$ cat src/rtl/lut_eval_seq_if.sv
// Stream interface for lut_eval_seq: valid/ready input vectors and the registered result.
// master = source/consumer side (bench), slave = the evaluator.
interface lut_eval_seq_if #(
    parameter int N_IN = 5
);
    logic            in_valid;
    logic            in_ready;
    logic [N_IN-1:0] x;
    logic            y_valid;
    logic            y_ready;
    logic            y;

    modport master (
        output in_valid,
        output x,
        output y_ready,
        input  in_ready,
        input  y_valid,
        input  y
    );

    modport slave (
        input  in_valid,
        input  x,
        input  y_ready,
        output in_ready,
        output y_valid,
        output y
    );
endinterface

$ cat src/rtl/lut_eval_seq.sv
// Registered N_IN-input truth-table evaluator with a single output stage and a saturating match counter.
// Optional macro LUT_EVAL_EDGE_EN adds y_rise, a pulse on each consumed 0->1 transition of y.
module lut_eval_seq #(
    parameter int                     N_IN       = 5,
    parameter int                     CNT_W      = 8,
    parameter logic [(1<<N_IN)-1:0]   INIT_TABLE = '0
) (
    input  logic              clk,
    input  logic              rst_n,
    lut_eval_seq_if.slave     bus,
    input  logic              cfg_wr,
    input  logic [N_IN-1:0]   cfg_addr,
    input  logic              cfg_data,
    input  logic              cnt_clr,
`ifdef LUT_EVAL_EDGE_EN
    output logic              y_rise,
`endif
    output logic [CNT_W-1:0]  match_cnt
);

    localparam int              TBL_W   = 1 << N_IN;
    localparam logic [CNT_W-1:0] CNT_MAX = '1;

    typedef enum logic {EMPTY, FULL} state_t;

    state_t             state;
    state_t             state_next;
    logic [TBL_W-1:0]   lut;
    logic               y_q;
    logic               in_fire;
    logic               out_fire;

    assign in_fire  = bus.in_valid && bus.in_ready;
    assign out_fire = bus.y_valid && bus.y_ready;

    always_ff @(posedge clk or negedge rst_n) begin
        if (!rst_n) begin
            state <= EMPTY;
        end else begin
            state <= state_next;
        end
    end

    always_comb begin
        state_next = state;
        case (state)
            EMPTY:   if (in_fire) state_next = FULL;
            FULL:    if (out_fire && !in_fire) state_next = EMPTY;
            default: state_next = EMPTY;
        endcase
    end

    // Single output stage: a new vector is accepted whenever the slot is empty or being drained.
    always_comb begin
        bus.y_valid  = (state == FULL);
        bus.in_ready = (state == EMPTY) || bus.y_ready;
        bus.y        = y_q;
    end

    // The lookup reads the pre-write table, so a same-cycle write to the same entry is seen one transfer later.
    always_ff @(posedge clk or negedge rst_n) begin
        if (!rst_n) begin
            y_q <= 1'b0;
        end else if (in_fire) begin
            y_q <= lut[bus.x];
        end
    end

    always_ff @(posedge clk or negedge rst_n) begin
        if (!rst_n) begin
            lut <= INIT_TABLE;
        end else if (cfg_wr) begin
            lut[cfg_addr] <= cfg_data;
        end
    end

    always_ff @(posedge clk or negedge rst_n) begin
        if (!rst_n) begin
            match_cnt <= '0;
        end else if (cnt_clr) begin
            match_cnt <= '0;
        end else if (out_fire && y_q && (match_cnt != CNT_MAX)) begin
            match_cnt <= match_cnt + 1'b1;
        end
    end

`ifdef LUT_EVAL_EDGE_EN
    logic last_consumed;

    // History only advances on consumption, so held or unconsumed results never create an edge.
    always_ff @(posedge clk or negedge rst_n) begin
        if (!rst_n) begin
            last_consumed <= 1'b0;
            y_rise        <= 1'b0;
        end else if (out_fire) begin
            last_consumed <= y_q;
            y_rise        <= y_q && !last_consumed;
        end else begin
            y_rise        <= 1'b0;
        end
    end
`endif

endmodule

$ cat src/flat_wrapper.sv
// flat-port wrapper written by rule: the top's interface ports become plain ports
module lut_eval_seq_flat 
#(
    parameter int                     N_IN       = 5,
    parameter int                     CNT_W      = 8,
    parameter logic [(1<<N_IN)-1:0]   INIT_TABLE = '0
)
  (clk, rst_n, cfg_wr, cfg_addr, cfg_data, cnt_clr, match_cnt, bus_in_valid, bus_x, bus_y_ready, bus_in_ready, bus_y_valid, bus_y);
  lut_eval_seq_if #(.N_IN(N_IN)) bus_i ();
  input  logic clk;
  input  logic rst_n;
  input  logic cfg_wr;
  input  logic [N_IN-1:0] cfg_addr;
  input  logic cfg_data;
  input  logic cnt_clr;
  output logic [CNT_W-1:0] match_cnt;
  input wire logic [$bits(bus_i.in_valid)-1:0] bus_in_valid;
  input wire logic [$bits(bus_i.x)-1:0] bus_x;
  input wire logic [$bits(bus_i.y_ready)-1:0] bus_y_ready;
  output wire logic [$bits(bus_i.in_ready)-1:0] bus_in_ready;
  output wire logic [$bits(bus_i.y_valid)-1:0] bus_y_valid;
  output wire logic [$bits(bus_i.y)-1:0] bus_y;
  assign bus_i.in_valid = bus_in_valid;
  assign bus_i.x = bus_x;
  assign bus_i.y_ready = bus_y_ready;
  assign bus_in_ready = bus_i.in_ready;
  assign bus_y_valid = bus_i.y_valid;
  assign bus_y = bus_i.y;
  lut_eval_seq #(.N_IN(N_IN), .CNT_W(CNT_W), .INIT_TABLE(INIT_TABLE)) u_core (.clk(clk), .rst_n(rst_n), .bus(bus_i), .cfg_wr(cfg_wr), .cfg_addr(cfg_addr), .cfg_data(cfg_data), .cnt_clr(cnt_clr), .match_cnt(match_cnt));
endmodule
$ cat config.mk
export PLATFORM = sky130hd
export DESIGN_NAME = lut_eval_seq_flat
export DESIGN_NICKNAME = d
export VERILOG_FILES = /design/src/rtl/lut_eval_seq_if.sv /design/src/rtl/lut_eval_seq.sv /design/src/flat_wrapper.sv
export SDC_FILE = /design/constraint.sdc
export NUM_CORES = 1
export LEC_CHECK = 0
export ABC_AREA = 1
export CAP_MARGIN = 20
export CORE_MARGIN = 2
export CORE_UTILIZATION = 52
export CTS_CLUSTER_DIAMETER = 150
export CTS_CLUSTER_SIZE = 30
export DETAILED_ROUTE_END_ITERATION = 6
export PLACE_DENSITY = 0.84
export SYNTH_ARGS = -nofsm -noshare
export SYNTH_HDL_FRONTEND = slang
export SYNTH_SLANG_ARGS = --single-unit
export TNS_END_PERCENT = 30
$ cat constraint.sdc
create_clock -name clk -period 1.6 [get_ports clk]
set_input_delay 0.48 -clock clk [delete_from_list [all_inputs] [get_ports clk]]
set_output_delay 0.48 -clock clk [all_outputs]
set_load 0.05 [all_outputs]
==> run_results.csv <==
group,metric,value,unit
run_status,outcome,"finished, final reports clean",
logic_synthesis,synth_edf_count,0,
global_route,grt_usage,22.8,%
route,drcViolationCount,0,
logic_synthesis,synth_area_leader_cell,"dfrtp_1",
cells_and_area,final_nets,351,
cells_and_area,antennaDiodeCount,0,
timing,setup_violations,0,
global_route,grt_pass1_wl,8980,um
logic_synthesis,postSynth.asyncResetShare,100,%
setup_path,required,1.83,ns
pwr,leakage,1.36,nW
clock_network,insertion_delay,0.30,ns
die,die_w,69.7,um
die,core_area,0.00409,mm^2
die,die_h,69.7,um
placement,dpl.hpwl,3780,um
placement,dp.cells,371,
logic_synthesis,synth_top_family_by_area,"simple AND/OR/NAND/NOR gates",
setup_path,slowest_delay,0.40,ns
clock_network,clkSinkCount,42,
clock_network,cts_root_buffer,"clkbuf_8",
route,vias_per_cell,5.74,
die,rows,23,
global_route,grt-ovfl-total,0,
setup_path,endpoint_kind,"register",
timing,slew_violations,0,
logic_synthesis,synthSimpleGateAreaFrac,28.9,%
cells_and_area,final_util,74.5,%
clock_network,cts_tree,"yes",
placement,pre_cts_ws,-0.304,ns
die,fp.dieArea,0.00485,mm^2
timing,fmax,634,MHz
cells_and_area,layout.cells.non_filler,384,
timing,setup_tns,0,ns
min_path,hold_class,"in -> async",
run,max_cap_viol_count,0,
route,finalWirelength,5610,um
pwr,ir_drop,0.509,mV
cells_and_area,area_growth,35.8,%
logic_synthesis,synth_cells,279,
logic_synthesis,synth_area_leaders,"dfrtp_1 47%, nand2_1 11%, nand3_1 6.9%, a21oi_1 6.7%, a31oi_1 6.4%",
logic_synthesis,synth_compound_area_share,16.0,%
timing,tightest_slew,0.424,ns
route,vias,2204,
timing,clock_skew,0.0108,ns
route,dr.first_iter.drc_count,217,
logic_synthesis,synth.top_cell.area_share,46.9,%
timing,slew_headroom,71.7,%
route,ant_nets,0,
placement,routabilityCongestion,0.870,
route,first_pass_iters,4,
logic_synthesis,synth_seq_area_share,46.9,%
setup_path,start_kind,"register",
clock_network,clk_pin_slew,0.08,ns
logic_synthesis,synth-seq-cells,42,
clock_network,cts_made_buffers,5,
pwr,power.density,947,mW/mm^2
logic_synthesis,ys_warn_count,0,
logic_synthesis,yosys.area_share.adder,0.558,%
route,wl_per_cell,14.6,um
logic_synthesis,syn_avg_cell_area,8.04,um^2
timing,setup_slack,0.0216,ns
logic_synthesis,syn_nets,297,
logic_synthesis,synthXorXnorAreaFrac,0.781,%
placement,port_buffers,27,
global_route,grt_max_degree,33,
clock_network,h-tree-depth,2,
logic_synthesis,synthTopCellsByCount,"64 x nand2_1, 42 x dfrtp_1, 31 x nand3_1",
logic_synthesis,synth_flop_cell,"dfrtp_1",
logic_synthesis,post-synth-top-count-cell,"nand2_1",
logic_synthesis,synth_area,0.00224,mm^2
setup_path,path_cells,"ha_4 > nand2_1 > nor2_2 > nand3_2 > nor2_2 > nor2_1 > buf_4 > nand2_1 > o21ai_0 > a21oi_1",
pwr,finalPower,2.88,mW
cells_and_area,drive_above_1_share,22.5,%
setup_path,worstSetupPathType,"reg -> reg",
logic_synthesis,synthMuxAreaShare,0,%
timing,rsz0062_at_grt,"true",
die,start_util,54.9,%
global_route,antenna_found_initial,0,
setup_path,cp.arrival,1.80,ns
timing,post-route-period-util,98.6,%
die,io_pins,28,
global_route,first_global_vias,1945,
setup_path,path_max_fanout,6,
timing,hold_viol_final,0,
clock_network,clockBufferDepth,2,
setup_path,cpMaxStageDelayCell,"dfrtp_2",
timing,period_minus_slack,1.58,ns
logic_synthesis,synth_cell_types,23,
metal layers:
metal,vias up,track usage [%],wire length [um]
li1,1053,-,-
met1,1027,30.4,2310
met2,112,37.2,2790
met3,12,4.36,390
met4,0,8.33,119
met5,-,0,0
layout make-up:
cell class              instances  area [um^2]
fillers                       297         1040
well taps                      50         62.6
repair buffers                 56          628
inverters                      28          114
flip-flops and latches         42         1050
clock buffers                   7         76.3
clock inverters                 1         30.0
repair inverters                1         7.51
multi-input cells             199         1070
through the flow:
stage / area (um^2) / hold slack, ns
global route: 3050 / 0.127
detailed placement: 2850 / 0.440
global placement: 2850 / 0.443
floorplan: 2240 / 0.184
finish: 3050 / 0.102
CTS: 2970 / 0.122
flip-flops by register name (all words and copies together), names as in the netlist:
signal and cells:
u_core.lut 32, u_core.bus.y_valid 1, u_core.bus.y 1, u_core.match_cnt 8
cell families after synthesis:
group | after synthesis
flops | 42
xor+xnor | 2
compound gates | 65
buf+inv | 38
fa+ha+maj | 1
simple gates | 131
cell usage in the layout, fill, tap and decap left out, types with 3 or more instances in the layout:
cell type        Yosys  layout
buf_4                0      26
inv_1               23      22
o21ai_1              3       4
o21ai_0              8       7
clkdlybuf4s50_1      0      11
nor2_2               2       4
dfrtp_1             42      40
buf_12               0      13
clkbuf_8             0       5
nand2_1             64      63
a31oi_1             23      23
nor2_1              17      15
dlymetal6s2s_1       0       3
a21oi_1             30      30
inv_2                3       3
nor3_4               5       7
nor3_2               5       3
nand3_1             31      30
nor3_1               4       4
critical path, delay by kind of cell, from the launching register on:
family | cells | cell delay (ns)
adders and majority gates | 1 | 0.14
buffers and inverters | 1 | 0.15
and+or+nand+nor | 6 | 0.57
AOI/OAI and AO/OA | 2 | 0.24
DFF | 1 | 0.40
where the power goes:
| part | internal (mW) | leakage (nW) | switching (mW) |
|---|---|---|---|
| clock | 0.467 | 0.0524 | 0.362 |
| combinational | 0.299 | 0.787 | 0.362 |
| sequential | 1.26 | 0.518 | 0.137 |
path summary, 6_finish.rpt:
check	startpoint	to	slack, ns	depth (start not counted)
setup / recovery	u_core.match_cnt[0]	u_core.match_cnt[2]	0.02	10
hold / removal	rst_n	u_core.bus.y	0.10	1
setup reg to reg	u_core.match_cnt[0]	u_core.match_cnt[2]	0.02	10
hold reg to reg	u_core.lut[18]	u_core.lut[18]	0.51	2
max in group asynchronous	rst_n	u_core.lut[13]	1.02	2
min in group clk	u_core.lut[18]	u_core.lut[18]	0.51	2
timing repair:
item	4_1_cts	5_1_grt
buffers inserted	1	3
endpoints found under the setup margin	2	39
hold buffers	0	0
resized for setup	3	13
endpoints found under the hold margin	0	0
pin swaps	0	4
cloned	0	1
No activity file was read; power rests on OpenSTA's default activity.
